## src/rtl/mem_bus_arbiter.sv

```systemverilog
// mem_bus_arbiter
// Shares one memory bus port between the instruction-fetch unit (IFU) and the
// load/store unit (LSU). Only one transaction is in flight at a time. Ties are
// broken round-robin. A response timeout turns a dead slave into an error
// response to the requester. Request payloads are muxed combinationally from
// the owner and are not registered.
module mem_bus_arbiter #(
    parameter int ADDR_W  = 32,
    parameter int DATA_W  = 32,
    parameter int TIMEOUT = 255
) (
    input  logic                  clk,
    input  logic                  rst_n,
    // IFU side
    input  logic                  ifu_req_valid,
    output logic                  ifu_req_ready,
    input  logic [ADDR_W-1:0]     ifu_addr,
    output logic                  ifu_rsp_valid,
    input  logic                  ifu_rsp_ready,
    output logic [DATA_W-1:0]     ifu_rdata,
    output logic                  ifu_rsp_err,
    // LSU side
    input  logic                  lsu_req_valid,
    output logic                  lsu_req_ready,
    input  logic [ADDR_W-1:0]     lsu_addr,
    input  logic                  lsu_wen,
    input  logic [DATA_W-1:0]     lsu_wdata,
    input  logic [DATA_W/8-1:0]   lsu_wmask,
    output logic                  lsu_rsp_valid,
    input  logic                  lsu_rsp_ready,
    output logic [DATA_W-1:0]     lsu_rdata,
    output logic                  lsu_rsp_err,
    // Memory bus side
    output logic                  mem_req_valid,
    input  logic                  mem_req_ready,
    output logic [ADDR_W-1:0]     mem_addr,
    output logic                  mem_wen,
    output logic [DATA_W-1:0]     mem_wdata,
    output logic [DATA_W/8-1:0]   mem_wmask,
    input  logic                  mem_rsp_valid,
    output logic                  mem_rsp_ready,
    input  logic [DATA_W-1:0]     mem_rdata,
    input  logic                  mem_rsp_err
);

    // Timeout counter width: enough to hold TIMEOUT, never narrower than 1 bit.
    localparam int TW = (TIMEOUT > 0) ? $clog2(TIMEOUT + 1) : 1;
    localparam logic [TW-1:0] TLIM = TW'((TIMEOUT > 0) ? (TIMEOUT - 1) : 0);
    localparam logic [TW-1:0] TSAT = {TW{1'b1}};
    localparam bit            TO_EN = (TIMEOUT != 0);

    localparam logic OWN_IFU = 1'b0;
    localparam logic OWN_LSU = 1'b1;

    typedef enum logic [1:0] {
        ST_IDLE = 2'd0,
        ST_REQ  = 2'd1,
        ST_RESP = 2'd2,
        ST_ERR  = 2'd3
    } state_t;

    state_t         state_r, state_s;
    logic           owner_r, owner_s;
    logic           last_grant_r, last_grant_s;
    logic [TW-1:0]  tcnt_r, tcnt_s;

    logic           own_req_valid_s;
    logic           own_rsp_ready_s;

    assign own_req_valid_s = (owner_r == OWN_LSU) ? lsu_req_valid : ifu_req_valid;
    assign own_rsp_ready_s = (owner_r == OWN_LSU) ? lsu_rsp_ready : ifu_rsp_ready;

    // State register: arbitration state, current owner, tie-break history, timeout count.
    always_ff @(posedge clk or negedge rst_n) begin
        if (!rst_n) begin
            state_r      <= ST_IDLE;
            owner_r      <= OWN_IFU;
            last_grant_r <= OWN_IFU;
            tcnt_r       <= '0;
        end else begin
            state_r      <= state_s;
            owner_r      <= owner_s;
            last_grant_r <= last_grant_s;
            tcnt_r       <= tcnt_s;
        end
    end

    // Next-state logic: arbitration in IDLE, handshakes and timeout tracking elsewhere.
    always_comb begin
        state_s      = state_r;
        owner_s      = owner_r;
        last_grant_s = last_grant_r;
        tcnt_s       = tcnt_r;
        case (state_r)
            ST_IDLE: begin
                if (ifu_req_valid && lsu_req_valid) begin
                    // Tie: serve the unit that did not get the previous grant.
                    owner_s = ~last_grant_r;
                    state_s = ST_REQ;
                end else if (ifu_req_valid) begin
                    owner_s = OWN_IFU;
                    state_s = ST_REQ;
                end else if (lsu_req_valid) begin
                    owner_s = OWN_LSU;
                    state_s = ST_REQ;
                end else begin
                    state_s = ST_IDLE;
                end
            end
            ST_REQ: begin
                if (own_req_valid_s && mem_req_ready) begin
                    last_grant_s = owner_r;
                    tcnt_s       = '0;
                    state_s      = ST_RESP;
                end else if (!own_req_valid_s) begin
                    // Owner withdrew before the bus accepted; still counts for fairness.
                    last_grant_s = owner_r;
                    state_s      = ST_IDLE;
                end else begin
                    state_s = ST_REQ;
                end
            end
            ST_RESP: begin
                if (mem_rsp_valid) begin
                    // A response always wins over a timeout in the same cycle.
                    if (own_rsp_ready_s) begin
                        state_s = ST_IDLE;
                    end else begin
                        state_s = ST_RESP;
                    end
                end else begin
                    if (tcnt_r != TSAT) begin
                        tcnt_s = tcnt_r + TW'(1'b1);
                    end else begin
                        tcnt_s = tcnt_r;
                    end
                    if (TO_EN && (tcnt_r == TLIM)) begin
                        state_s = ST_ERR;
                    end else begin
                        state_s = ST_RESP;
                    end
                end
            end
            ST_ERR: begin
                if (own_rsp_ready_s) begin
                    state_s = ST_IDLE;
                end else begin
                    state_s = ST_ERR;
                end
            end
            default: begin
                state_s = ST_IDLE;
            end
        endcase
    end

    // Output decode: route the owner's request to the bus and the bus response to the owner.
    always_comb begin
        ifu_req_ready = 1'b0;
        ifu_rsp_valid = 1'b0;
        ifu_rdata     = '0;
        ifu_rsp_err   = 1'b0;
        lsu_req_ready = 1'b0;
        lsu_rsp_valid = 1'b0;
        lsu_rdata     = '0;
        lsu_rsp_err   = 1'b0;
        mem_req_valid = 1'b0;
        mem_addr      = '0;
        mem_wen       = 1'b0;
        mem_wdata     = '0;
        mem_wmask     = '0;
        mem_rsp_ready = 1'b0;
        case (state_r)
            ST_IDLE: begin
                // Swallow any stray or late bus response.
                mem_rsp_ready = 1'b1;
            end
            ST_REQ: begin
                mem_req_valid = own_req_valid_s;
                if (owner_r == OWN_LSU) begin
                    mem_addr      = lsu_addr;
                    mem_wen       = lsu_wen;
                    mem_wdata     = lsu_wdata;
                    mem_wmask     = lsu_wmask;
                    lsu_req_ready = mem_req_ready;
                end else begin
                    mem_addr      = ifu_addr;
                    ifu_req_ready = mem_req_ready;
                end
            end
            ST_RESP: begin
                mem_rsp_ready = own_rsp_ready_s;
                if (owner_r == OWN_LSU) begin
                    lsu_rsp_valid = mem_rsp_valid;
                    lsu_rdata     = mem_rdata;
                    lsu_rsp_err   = mem_rsp_err;
                end else begin
                    ifu_rsp_valid = mem_rsp_valid;
                    ifu_rdata     = mem_rdata;
                    ifu_rsp_err   = mem_rsp_err;
                end
            end
            ST_ERR: begin
                if (owner_r == OWN_LSU) begin
                    lsu_rsp_valid = 1'b1;
                    lsu_rsp_err   = 1'b1;
                end else begin
                    ifu_rsp_valid = 1'b1;
                    ifu_rsp_err   = 1'b1;
                end
            end
            default: begin
                mem_rsp_ready = 1'b1;
            end
        endcase
    end

endmodule

```

## config.mk

```make
export PLATFORM = sky130hd
export DESIGN_NAME = mem_bus_arbiter
export DESIGN_NICKNAME = d
export VERILOG_FILES = /design/src/rtl/mem_bus_arbiter.sv
export SDC_FILE = /design/constraint.sdc
export NUM_CORES = 1
export LEC_CHECK = 0
export BUFFER_PORTS_ARGS = -buffer_cell sky130_fd_sc_hd__buf_2
export CAP_MARGIN = 20
export CELL_PAD_IN_SITES_DETAIL_PLACEMENT = 1
export CELL_PAD_IN_SITES_GLOBAL_PLACEMENT = 1
export CORE_AREA = 3 3 109 111
export CTS_CLUSTER_DIAMETER = 80
export DETAILED_ROUTE_END_ITERATION = 8
export DIE_AREA = 0 0 112 114
export PLACE_DENSITY_LB_ADDON = 0.3
export SYNTH_ARGS = -nofsm -noshare
export SYNTH_HDL_FRONTEND = slang
export SYNTH_SLANG_ARGS = --single-unit
export TNS_END_PERCENT = 10
```

## constraint.sdc

```tcl
create_clock -name clk -period 4.2 [get_ports clk]
set_input_delay 0.21 -clock clk [delete_from_list [all_inputs] [get_ports clk]]
set_output_delay 0.21 -clock clk [all_outputs]
set_load 0.01 [all_outputs]
```

==> summary.md <==
| Metric | Value |
|---|---|
| Status | finished, final reports clean |
| Synthesized Nets | 465 |
| Max Buffers Root-to-Sink | 2 |
| Pins over their slew limit | 0 |
| Number of synthesized flops with an enable pin | 0 |
| Clk_skew | 0.00379 ns |
| Reg clk slew, reported paths | ~0.050 ns |
| CP required | between 3 and 4 ns |
| Placed insts | 716 |
| Ys flop type | dfrtp_1 |
| Sink Count | 12 |
| Core ar. | between 10000 and 15000 um^2 |
| Post-synth cell types | 39 |
| Critical Path, Cell by Cell | and2b_2, and3_1, buf_2 |
| Area of the multi-input gates | approximately 1600 um^2 |
| Clock latency on the worst-skew pair | 0.24 ns |
| Fmax | between 0.3 and 0.4 GHz |
| Final hold vios | 0 |
| Nets | about 730 |
| Most common cell after layout, fill and taps aside | buf_2 |
| Post-synth top area cell | nor2_1 |
| Met3 WL | roughly 1000 um |
| Top Family by Delay on Critical Path | flip-flops |
| Layout area overhead | 75.8% |
| Worst Tran Pin Value | a little over 1 ns |
| Layout Cells excl Fill | 723 |
| FF/Latch Area | ~300 um^2 |
| Synth async-reset ratio | between 90% and 100% |
| M1 WL | around 4400 um |
| Unrepaired setup endpoints after global routing | no |
| Util after Layout | about a third |
| TritonCTS clock tree | done |
| Share of layout cells above drive strength 1 | 51.1% |
| First drt pass iteration count | 4 |
| Tightest Hold Check Type | in -> reg |
| Post-synth top area share | about a fifth |
| Area post-placement | around 3500 um^2 |
| Die Height | around 110 um |
| Lkg Pwr | ~2.4 nW |
| Ys Warns | 0 |
| Grt total ovfl | 0 |
| Ant. Diodes | 0 |
| Initial antenna violation count | 0 |
| GRT Total Usage | 16.0% |
| Register area share after synthesis | 14.5% |
| Cts hold-fix bufs | 1 |
| Hold Path Stages | 2 |
| R2R Path Start | state_r[0] |
| Drt via density | between 4 and 5 |
| R2R Setup Slk | around 1.7 ns |
| Met2 wire length | between 5000 and 6000 um |
| Setup tns final | 0 ns |
| CP Max Fanout | 43 |
| DP HPWL | around 9300 um |
| Crit path launch type | flop |
| Row count | 38 |
| FF-to-FF path depth | 4 |
| Setup Viol. Count Final | 0 |
| CP Class | reg -> out |
| CTS buffer count | 3 |
| Antenna Nets Post-Route | 0 |
| RePlAce Congestion | approximately 0.87 |
| Flop and latch count out of synthesis | 12 |
| Max incr delay on CP | 1.02 ns |
| Postcts setup bufs | 0 |
| Vias in the first global route | about 3300 |
| Avg WL per Cell | between 15 and 20 um |
| CTS resizes | 0 |
| Hold endpoint | owner_r |
| H-tree depth | 1 |
| Max layer used | met4 |
| Starting Density | roughly a fifth |
| Worst EP arrival | ~2.4 ns |
| Die area | roughly 13000 um^2 |
| Synth Instances | 321 |
| Mean Syn Cell Area | about 6.4 um^2 |
| Slew headroom | a little under a third |
| Global-route wire length before repair | ~17000 um |
| Die X | about 110 um |
| # port buffers | between 200 and 300 |
| Worst path buffer plus inverter count | 1 |
| Vias | 3263 |
| CP endpoint kind | primary output |
| Peak supply drop | about 0.00027 V |
| Worst path slowest cell | dfrtp_1 |
| Post-route DRC | 0 |
| HP Start | lsu_req_valid |
| Fillers | 1478 |
| Post-Route WL | approximately 11000 um |
| Pwr/cell area | around 500 nW/um^2 |
| Final Instance Area | ~3600 um^2 |
| Mapped cell area | 2070 um^2 |
| Root buf cell | clkbuf_8 |
| Final critical-path required period | ~2.6 ns |
| Detailed Route Iter0 Violations | about 160 |
| Total chip power | ~1.8 mW |
| Most frequent cells in the layout | 282 x buf_2, 108 x nor2_1, 39 x and3_1 |
| Largest net degree at the start of global routing | 76 |
| Ports | approximately 280 |
| Tcrit/Tclk final | a little over 60% |
| R2r endpoint | tcnt_r[3] |
| Max-Cap Viols | 0 |
| Synth top area cells | nor2_1 20%, mux2i_1 16%, dfrtp_1 15% |
[cell type report]
class	count	area share, %
clock buffers	4	1.51
inverters	4	0.413
well taps	140	4.82
flip-flops and latches	12	8.29
multi-input cells	276	44.3
repair buffers	287	40.7
[per-stage QoR]
stage / setup slack (ns) / hold slack, ns
4_1_cts: 1.62 / 0.300
6_report: 1.64 / 0.304
5_1_grt: 1.43 / 0.311
3_3_place_gp: 1.80 / 0.113
2_1_floorplan: 2.82 / -0.0856
3_5_place_dp: 1.67 / 0.115
[kinds of logic (layout without fill, tap and decap cells)]
group                      Yosys count  in the layout  synth area share (%)
AOI/OAI and AO/OA                   28             28                  9.62
adders and majority gates            2              2                  1.21
muxes                               34             34                  16.7
DFF                                 12             12                  14.5
and+or+nand+nor                    212            212                  50.3
buffers and inverters               33            295                  7.62
[state kept, by name, indices dropped and copies added, names as in the netlist]
signal	flops
last_grant_r	1
owner_r	1
state_r	2
tcnt_r	8
[power breakdown]
group | total, mW | internal (mW) | switching (mW)
registers | 0.224 | 0.145 | 0.0788
clock network | 0.128 | 0.0829 | 0.0451
logic | 1.48 | 0.624 | 0.855
[metal layers]
layer,vias up,track usage [%]
met4,0,3.93
met1,1468,19.0
met5,-,0
li1,1601,-
met2,182,28.9
met3,12,4.19
[cells in the mapped netlist (2+ instances only)]
library cell,count
nor2_1,108
and3_1,39
nand2b_1,35
mux2i_1,33
clkbuf_1,14
dfrtp_1,12
nand2_1,12
buf_2,9
o21ai_0,7
a21oi_1,4
a31oi_1,4
buf_4,4
inv_1,4
nand3_1,4
nor3_1,4
a211o_1,2
a22o_1,2
ha_1,2
nand4_1,2
[worst max-delay path by stage]
stage	cells after the start	to	from
after floorplan	4	mem_wdata[12]	state_r[1]
after detailed placement	4	tcnt_r[3]	state_r[0]
after global routing	3	mem_wdata[14]	state_r[0]
after CTS	3	mem_wdata[14]	state_r[0]
after global placement	4	tcnt_r[3]	state_r[0]
final	3	mem_wdata[13]	state_r[0]
No activity file was read; power rests on OpenSTA's default activity.
